[src/rtl/cmd_in_pkg.sv]
// Shared definitions for the command-in fetch stage: header codes, field positions,
// command length rules and the fetch FSM state encoding.
package cmd_in_pkg;

    localparam logic [7:0] CODE_EMPTY         = 8'h00;
    localparam logic [7:0] CODE_EXEC_TASK     = 8'h01;
    localparam logic [7:0] CODE_SETUP_INST    = 8'h02;
    localparam logic [7:0] CODE_EXEC_PERIODIC = 8'h03;

    localparam int HDR_CODE_LSB  = 0;
    localparam int HDR_NARGS_LSB = 8;

    localparam logic [9:0] BASE_LEN_TASK  = 10'd3;
    localparam logic [9:0] BASE_LEN_OTHER = 10'd4;
    localparam logic [9:0] ARGS_STRIDE    = 10'd3;

    typedef enum logic [3:0] {
        ST_IDLE,
        ST_HDR_WAIT,
        ST_HDR_CHK,
        ST_NXT_RD,
        ST_NXT_WAIT,
        ST_NXT_CHK,
        ST_COPT,
        ST_STREAM,
        ST_CLEAR,
        ST_HALT
    } state_t;

    function automatic logic code_legal(input logic [7:0] code);
        return (code == CODE_EXEC_TASK) || (code == CODE_SETUP_INST) ||
               (code == CODE_EXEC_PERIODIC);
    endfunction

    // Worst case 4 + 3*255 = 769 still fits in 10 bits.
    function automatic logic [9:0] cmd_len(input logic [1:0] cmd_type, input logic [7:0] nargs);
        return ((cmd_type == 2'd0) ? BASE_LEN_TASK : BASE_LEN_OTHER) + ARGS_STRIDE * {2'b00, nargs};
    endfunction

endpackage

[src/rtl/cmd_in_fetch_skid.sv]
// Stream engine: issues 1-cycle-latency BRAM reads for one command and presents them
// as AXI-Stream beats through a 2-entry skid buffer, so backpressure never loses data.
module cmd_in_fetch_skid
    import cmd_in_pkg::*;
#(
    parameter int SB = 6
) (
    input  logic          clk,
    input  logic          rstn,
    input  logic          start,
    input  logic [SB-1:0] base_idx,
    input  logic [9:0]    len,
    output logic          rd_en,
    output logic [SB-1:0] rd_addr,
    input  logic [63:0]   rd_data,
    output logic [63:0]   tdata,
    output logic          tvalid,
    input  logic          tready,
    output logic          tlast,
    output logic          done
);

    logic [9:0]    issue_left;
    logic [SB-1:0] ptr;
    logic          pend;
    logic          pend_last;
    logic [1:0]    cnt;
    logic [63:0]   d0, d1;
    logic          l0, l1;
    logic          pop;

    logic [1:0]    n_cnt;
    logic [63:0]   n_d0, n_d1;
    logic          n_l0, n_l1;

    assign tvalid  = (cnt != 2'd0);
    assign tdata   = d0;
    assign tlast   = l0;
    assign pop     = tvalid && tready;
    assign done    = pop && l0;
    assign rd_addr = ptr;

    // Entries held plus the read in flight may never exceed the two skid slots.
    assign rd_en = (issue_left != 10'd0) &&
                   (({1'b0, cnt} + {2'b00, pend}) < (3'd2 + {2'b00, pop}));

    always_comb begin
        n_cnt = cnt;
        n_d0  = d0;
        n_d1  = d1;
        n_l0  = l0;
        n_l1  = l1;
        if (pop) begin
            n_d0  = d1;
            n_l0  = l1;
            n_cnt = cnt - 2'd1;
        end
        if (pend) begin
            if (n_cnt == 2'd0) begin
                n_d0 = rd_data;
                n_l0 = pend_last;
            end else begin
                n_d1 = rd_data;
                n_l1 = pend_last;
            end
            n_cnt = n_cnt + 2'd1;
        end
    end

    always_ff @(posedge clk) begin
        if (!rstn) begin
            issue_left <= '0;
            ptr        <= '0;
            pend       <= 1'b0;
            pend_last  <= 1'b0;
            cnt        <= '0;
            d0         <= '0;
            d1         <= '0;
            l0         <= 1'b0;
            l1         <= 1'b0;
        end else begin
            cnt       <= n_cnt;
            d0        <= n_d0;
            d1        <= n_d1;
            l0        <= n_l0;
            l1        <= n_l1;
            pend      <= rd_en;
            pend_last <= rd_en && (issue_left == 10'd1);
            if (start) begin
                ptr        <= base_idx;
                issue_left <= len;
            end else if (rd_en) begin
                ptr        <= ptr + 1'b1;
                issue_left <= issue_left - 10'd1;
            end
        end
    end

endmodule

[src/rtl/cmd_in_fetch.sv]
// Fetch stage for one cmd-in subqueue: poll header, measure, optional copy-opt pass,
// stream to the accelerator, free the slot. Copy-opt enabled by CMD_IN_FETCH_COPY_OPT_EN.
//
// state     | meaning
// IDLE      | issue header read at rd_idx
// HDR_WAIT  | BRAM read latency
// HDR_CHK   | decode header: empty -> repoll, illegal -> HALT, else latch length
// NXT_RD    | issue read of the following command's header
// NXT_WAIT  | BRAM read latency
// NXT_CHK   | decide whether the copy-opt pass runs
// COPT      | BRAM port owned by copy-opt until copt_finished
// STREAM    | words rd_idx..next_idx-1 streamed out
// CLEAR     | zero the code byte, advance rd_idx, pulse cmd_done
// HALT      | protocol error, wait for reset
module cmd_in_fetch
    import cmd_in_pkg::*;
#(
    parameter int                     SUBQUEUE_BITS = 6,
    parameter bit                     QUEUE_SEL     = 1'b0,
    parameter int                     ACC_ID_BITS   = 4,
    parameter logic [ACC_ID_BITS-1:0] ACC_ID        = '0
) (
    input  logic                     clk,
    input  logic                     rstn,
    output logic [SUBQUEUE_BITS-1:0] q_addr,
    output logic                     q_en,
    output logic [7:0]               q_we,
    output logic [63:0]              q_din,
    input  logic [63:0]              q_dout,
    output logic [63:0]              m_axis_tdata,
    output logic                     m_axis_tvalid,
    input  logic                     m_axis_tready,
    output logic                     m_axis_tlast,
    output logic [ACC_ID_BITS-1:0]   m_axis_tdest,
    output logic                     cmd_done,
    output logic                     error,
    output logic                     copt_start,
    input  logic                     copt_finished,
    output logic [SUBQUEUE_BITS-1:0] copt_first_idx,
    output logic [SUBQUEUE_BITS-1:0] copt_first_next_idx,
    output logic [1:0]               copt_cmd_type,
    output logic                     copt_queue_select,
    input  logic [SUBQUEUE_BITS-1:0] copt_addr,
    input  logic                     copt_en,
    input  logic [7:0]               copt_we,
    input  logic [63:0]              copt_din
);

    localparam int SB     = SUBQUEUE_BITS;
    localparam int QWORDS = 1 << SB;

    state_t        state;
    logic [SB-1:0] rd_idx;
    logic [SB-1:0] next_idx;
    logic [9:0]    len;
    logic          fq_en;
    logic [SB-1:0] fq_addr;
    logic [7:0]    fq_we;
    logic          stream_start;
    logic          st_rd_en;
    logic [SB-1:0] st_rd_addr;
    logic          st_done;

    logic [7:0]    hdr_code;
    logic [7:0]    hdr_nargs;
    logic [1:0]    hdr_type;
    logic [9:0]    hdr_len;
    logic [SB-1:0] hdr_next;
    logic          hdr_ok;

    assign hdr_code  = q_dout[HDR_CODE_LSB +: 8];
    assign hdr_nargs = q_dout[HDR_NARGS_LSB +: 8];
    assign hdr_type  = hdr_code[1:0] - 2'd1;
    assign hdr_len   = cmd_len(hdr_type, hdr_nargs);
    assign hdr_next  = SB'(10'(rd_idx) + hdr_len);
    assign hdr_ok    = code_legal(hdr_code) && (int'(hdr_len) < QWORDS);

`ifdef CMD_IN_FETCH_COPY_OPT_EN
    logic          first_nargs_nz;
    logic [1:0]    cmd_type;
    logic          copt_start_r;
    logic [SB-1:0] copt_first_idx_r;
    logic [SB-1:0] copt_first_next_idx_r;
    logic [1:0]    copt_cmd_type_r;
`endif

    always_ff @(posedge clk) begin
        if (!rstn) begin
            state        <= ST_IDLE;
            rd_idx       <= '0;
            next_idx     <= '0;
            len          <= '0;
            fq_en        <= 1'b0;
            fq_addr      <= '0;
            fq_we        <= '0;
            cmd_done     <= 1'b0;
            error        <= 1'b0;
            stream_start <= 1'b0;
`ifdef CMD_IN_FETCH_COPY_OPT_EN
            first_nargs_nz        <= 1'b0;
            cmd_type              <= '0;
            copt_start_r          <= 1'b0;
            copt_first_idx_r      <= '0;
            copt_first_next_idx_r <= '0;
            copt_cmd_type_r       <= '0;
`endif
        end else begin
            fq_en        <= 1'b0;
            fq_we        <= '0;
            cmd_done     <= 1'b0;
            stream_start <= 1'b0;
`ifdef CMD_IN_FETCH_COPY_OPT_EN
            copt_start_r <= 1'b0;
`endif
            case (state)
                ST_IDLE: begin
                    fq_en   <= 1'b1;
                    fq_addr <= rd_idx;
                    state   <= ST_HDR_WAIT;
                end
                ST_HDR_WAIT: state <= ST_HDR_CHK;
                ST_HDR_CHK: begin
                    if (hdr_code == CODE_EMPTY) begin
                        state <= ST_IDLE;
                    end else if (!hdr_ok) begin
                        error <= 1'b1;
                        state <= ST_HALT;
                    end else begin
                        len      <= hdr_len;
                        next_idx <= hdr_next;
`ifdef CMD_IN_FETCH_COPY_OPT_EN
                        cmd_type       <= hdr_type;
                        first_nargs_nz <= (hdr_nargs != 8'd0);
                        state          <= ST_NXT_RD;
`else
                        stream_start <= 1'b1;
                        state        <= ST_STREAM;
`endif
                    end
                end
`ifdef CMD_IN_FETCH_COPY_OPT_EN
                ST_NXT_RD: begin
                    fq_en   <= 1'b1;
                    fq_addr <= next_idx;
                    state   <= ST_NXT_WAIT;
                end
                ST_NXT_WAIT: state <= ST_NXT_CHK;
                ST_NXT_CHK: begin
                    if (hdr_code != CODE_EMPTY && first_nargs_nz && hdr_nargs != 8'd0) begin
                        copt_start_r          <= 1'b1;
                        copt_first_idx_r      <= rd_idx;
                        copt_first_next_idx_r <= next_idx;
                        copt_cmd_type_r       <= cmd_type;
                        state                 <= ST_COPT;
                    end else begin
                        stream_start <= 1'b1;
                        state        <= ST_STREAM;
                    end
                end
                ST_COPT: begin
                    if (copt_finished) begin
                        stream_start <= 1'b1;
                        state        <= ST_STREAM;
                    end
                end
`endif
                ST_STREAM: begin
                    if (st_done) begin
                        fq_en    <= 1'b1;
                        fq_we    <= 8'h01;
                        fq_addr  <= rd_idx;
                        cmd_done <= 1'b1;
                        state    <= ST_CLEAR;
                    end
                end
                ST_CLEAR: begin
                    rd_idx <= next_idx;
                    state  <= ST_IDLE;
                end
                ST_HALT: state <= ST_HALT;
                default: state <= ST_HALT;
            endcase
        end
    end

    cmd_in_fetch_skid #(.SB(SB)) u_skid (
        .clk      (clk),
        .rstn     (rstn),
        .start    (stream_start),
        .base_idx (rd_idx),
        .len      (len),
        .rd_en    (st_rd_en),
        .rd_addr  (st_rd_addr),
        .rd_data  (q_dout),
        .tdata    (m_axis_tdata),
        .tvalid   (m_axis_tvalid),
        .tready   (m_axis_tready),
        .tlast    (m_axis_tlast),
        .done     (st_done)
    );

    assign m_axis_tdest      = ACC_ID;
    assign copt_queue_select = QUEUE_SEL;

`ifdef CMD_IN_FETCH_COPY_OPT_EN
    logic in_copt;
    assign in_copt             = (state == ST_COPT);
    assign q_en                = in_copt ? copt_en : (fq_en | st_rd_en);
    assign q_addr              = in_copt ? copt_addr : (st_rd_en ? st_rd_addr : fq_addr);
    assign q_we                = in_copt ? copt_we : fq_we;
    assign q_din               = in_copt ? copt_din : 64'd0;
    assign copt_start          = copt_start_r;
    assign copt_first_idx      = copt_first_idx_r;
    assign copt_first_next_idx = copt_first_next_idx_r;
    assign copt_cmd_type       = copt_cmd_type_r;
`else
    logic unused_copt;
    assign unused_copt         = ^{copt_finished, copt_addr, copt_en, copt_we, copt_din};
    assign q_en                = fq_en | st_rd_en;
    assign q_addr              = st_rd_en ? st_rd_addr : fq_addr;
    assign q_we                = fq_we;
    assign q_din               = 64'd0;
    assign copt_start          = 1'b0;
    assign copt_first_idx      = '0;
    assign copt_first_next_idx = '0;
    assign copt_cmd_type       = '0;
`endif

endmodule
[config.mk]
export PLATFORM = sky130hd
export DESIGN_NAME = cmd_in_fetch
export DESIGN_NICKNAME = d
export VERILOG_FILES = /design/src/rtl/cmd_in_pkg.sv /design/src/rtl/cmd_in_fetch_skid.sv /design/src/rtl/cmd_in_fetch.sv
export SDC_FILE = /design/constraint.sdc
export NUM_CORES = 1
export LEC_CHECK = 0
export BUFFER_PORTS_ARGS = -buffer_cell sky130_fd_sc_hd__buf_2
export CAP_MARGIN = 10
export CORE_ASPECT_RATIO = 1.75
export CORE_MARGIN = 5
export CORE_UTILIZATION = 25
export DETAILED_ROUTE_END_ITERATION = 8
export PLACE_DENSITY_LB_ADDON = 0.05
export SYNTH_ARGS = -nofsm -noshare
export SYNTH_HDL_FRONTEND = slang
export SYNTH_SLANG_ARGS = --single-unit
export TNS_END_PERCENT = 10
[constraint.sdc]
create_clock -name clk -period 3.34 [get_ports clk]
set_input_delay 0.167 -clock clk [delete_from_list [all_inputs] [get_ports clk]]
set_output_delay 0.167 -clock clk [all_outputs]
set_load 0.01 [all_outputs]
==> impl_results.md <==
* All-Layer GR Usage at 13.56%
* Post-Synthesis Cells at 1103
* Slew margin rel. at 38.99%
* Via density at 4.376
* Critical Path RT at 3.67 ns
* Layout area overhead at 23.35%
* Post-synthesis adder-cell area fraction at 4.586%
* Sequential area share after synthesis at 41.87%
* Pre-antenna DRT Iters at 6
* Sum of negative setup slack at 0 ns
* Mapped Avg Cell Area at 8.063 µm²
* Number of global-route vias before repair at 7567
* Final Setup Violations at 0
* PortBufs at 142
* Post-CTS sizing at 0
* Share of cells above drive strength 1 at 16.16%
* Clk_lat worst skew at 0.45 ns
* Num CTS Buffers at 17
* #FFs+latches synth at 186
* Routed length per instance at 15.77 µm
* CTS tree: built
* Routed wire length at 27.53 mm
* Clk_skew at 0.01332 ns
* Grt ovf at 0
* Async S/R FF share, synth at 0%
* Period utilization at 88.58%
* Fmax at 0.3380 GHz
* Antenna violations before repair at 0
* CTS sink cnt at 186
* Compound-Gate Fraction of Synth Area at 15.39%
* DP HPWL at 18.26 mm
* Number of I/O pins at 314
* Clock tree root driver cell: clkbuf_16
* Residual DRC at 0
* CP Max Fanout at 7
* Nets at 1445
* Routed vias at 7641
* CP arrival at 3.29 ns
* Mux cell area share after synthesis at 2.926%
* First-pass GRT wire length at 42.75 mm
* Outcome: completed
* Fin. max-slew vios at 0
* Number of max-cap violations at 0
* Total core area at 35180 µm²
* DIE HEIGHT at 259.5 µm
* Largest family of logic cells by synthesized area: simple AND/OR/NAND/NOR gates
* Layout Utilization at 31.18%
* Warnings from Yosys at 0
* Period minus WS final at 2.959 ns
* Critical path class: in2reg
* Clock transition at path regs at 0.07 ns
* Iteration-0 DRC Markers at 278
* Top FF cell, synth: dfxtp_1
* Crit path launch type: input pin
* Netlist cell types at 63
* Clock Path Buffers at 2
* Leakage at 4.562 nW
* Post-route ant nets at 0
* GPL Wtd Cong at 0.7140
* RSZ-0062 raised after global routing: false
* Hold buffer count at CTS at 58
* # rows at 91
* Worst VDD drop at 0.0003397 V
* Die W at 152.6 µm
* Die ar. at 39590 µm²
* Pin count of the biggest net entering global routing at 154
* Post-Synth Simple-Gate Area at 21.20%
* Cell Pwr Density at 820.9 nW/µm²
* Post-synthesis xor/xnor area fraction at 2.617%
* Post-Syn Area at 8894 µm²
* Crit. End Element: flop
* Htree depth at 4
* Worst hold path type: in2reg
* Setup Buffers After CTS at 0
* Initial core utilization at 25.28%
* Slew @ Worst Pin at 0.9151 ns
* Post-synth EDFFs at 0
* Diode count at 0
* Endpoints failing hold at 0
[through the flow]
step / hold slack, ns / setup WS, ns / instances / power, W / cell area [µm²]
2_1_floorplan: 0.3030 / 0.5229 / 1193 / 0.005699 / 9231
3_3_place_gp: 0.4216 / 0.07847 / 1656 / 0.007006 / 9798
3_5_place_dp: 0.4253 / 0.04450 / 1656 / 0.007013 / 9798
4_1_cts: 0.001773 / 0.3703 / 1746 / 0.009240 / 10970
5_1_grt: 0.03092 / 0.1551 / 1746 / 0.009742 / 10970
6_report: 0.03137 / 0.3815 / 1746 / 0.009006 / 10970
[synth_stat cells (3+ instances only)]
| cell | count | area (µm²) |
|---|---|---|
| fa_1 | 3 | 60.06 |
| o21ai_0 | 16 | 80.08 |
| a21oi_1 | 85 | 425.4 |
| xor2_1 | 9 | 78.83 |
| nand4_1 | 5 | 31.28 |
| o211ai_1 | 3 | 22.52 |
| inv_1 | 12 | 45.04 |
| clkbuf_1 | 54 | 202.7 |
| ha_1 | 27 | 337.8 |
| nor4_1 | 3 | 18.77 |
| a211oi_1 | 4 | 30.03 |
| nor2b_1 | 3 | 18.77 |
| buf_4 | 94 | 705.7 |
| mux2i_1 | 26 | 260.3 |
| buf_1 | 12 | 45.04 |
| and2_1 | 3 | 18.77 |
| nand3_1 | 5 | 25.02 |
| a21o_1 | 5 | 37.54 |
| and4_1 | 3 | 26.28 |
| nor2_1 | 96 | 360.4 |
| and3_1 | 6 | 37.54 |
| a311oi_1 | 65 | 569.3 |
| nand2b_1 | 3 | 18.77 |
| dfxtp_1 | 186 | 3724 |
| nand2_1 | 315 | 1182 |
| xnor2_1 | 15 | 131.4 |
[critical path, cell delays in order]
cell and delay, ns:
dlygate4sd3_1 0.56, buf_2 0.16, ha_1 0.30, ha_1 0.39
and3_1 0.18, a221oi_1 0.37, mux2i_1 0.33, nor3b_2 0.35
nand3_2 0.23, and3_1 0.24
[kinds of logic (layout without fill, tap and decap cells)]
group / Yosys count / after routing
flops: 186 / 186
simple gates: 458 / 458
compound gates: 201 / 201
other cells: 1 / 91
mux: 26 / 26
fa+ha+maj: 31 / 31
xor+xnor: 25 / 25
buf+inv: 175 / 263
[path summary, 6_finish.rpt]
check / startpoint / end / depth (start not counted) / slack, ns
setup / recovery: q_dout[12] / len[7] / 10 / 0.38
hold / removal: q_dout[14] / u_skid.d1[14] / 3 / 0.03
setup reg to reg: u_skid.cnt[0] / u_skid.tdata[17] / 11 / 0.71
hold reg to reg: u_skid.d1[13] / u_skid.d1[13] / 2 / 0.46
[where the power goes]
part	total (W)	switching [W]	internal, W
clock network	0.00210	0.000934	0.00117
logic	0.00357	0.00222	0.00135
registers	0.00334	0.000434	0.00291
[flip-flops by register name (all words and copies together) (netlist names)]
| register | count |
|---|---|
| cmd_done | 1 |
| error | 1 |
| fq_addr | 6 |
| fq_en | 1 |
| len | 10 |
| next_idx | 6 |
| rd_idx | 6 |
| state | 4 |
| stream_start | 1 |
| u_skid.cnt | 2 |
| u_skid.d1 | 64 |
| u_skid.issue_left | 10 |
| u_skid.l1 | 1 |
| u_skid.pend | 1 |
| u_skid.pend_last | 1 |
| u_skid.rd_addr | 6 |
| u_skid.tdata | 64 |
| u_skid.tlast | 1 |
[area by class of cell]
type	count	area, µm²
timing repair buffer	217	1494
sequential	186	3724
clock buffer	23	478.0
tap	465	581.8
clock inverter	9	113.9
inverter	14	55.05
multi-input combinational	832	4524
fill	3878	24210
[routing by layer]
layer	global-route usage (%)	wire, µm	up-vias
met4	3.418	277	0
met5	0	0	-
met1	14.58	11030	3615
met3	3.520	1205	13
li1	-	-	3860
met2	26.11	15020	153
[cell usage in the layout, fill, tap and decap left out, drive strengths merged, types with 9 or more instances in the layout]
| cell type | synthesis | routed |
|---|---|---|
| conb | 1 | 91 |
| nand2 | 315 | 315 |
| ha | 27 | 27 |
| nor2 | 97 | 97 |
| dfxtp | 186 | 186 |
| mux2i | 26 | 26 |
| clkbuf | 54 | 23 |
| o21ai | 18 | 18 |
| dlygate4sd3 | 0 | 58 |
| inv | 14 | 15 |
| a21oi | 87 | 87 |
| buf | 107 | 159 |
| xor2 | 9 | 9 |
| a311oi | 65 | 65 |
| xnor2 | 15 | 15 |
Power figures use the tool's default switching activity.
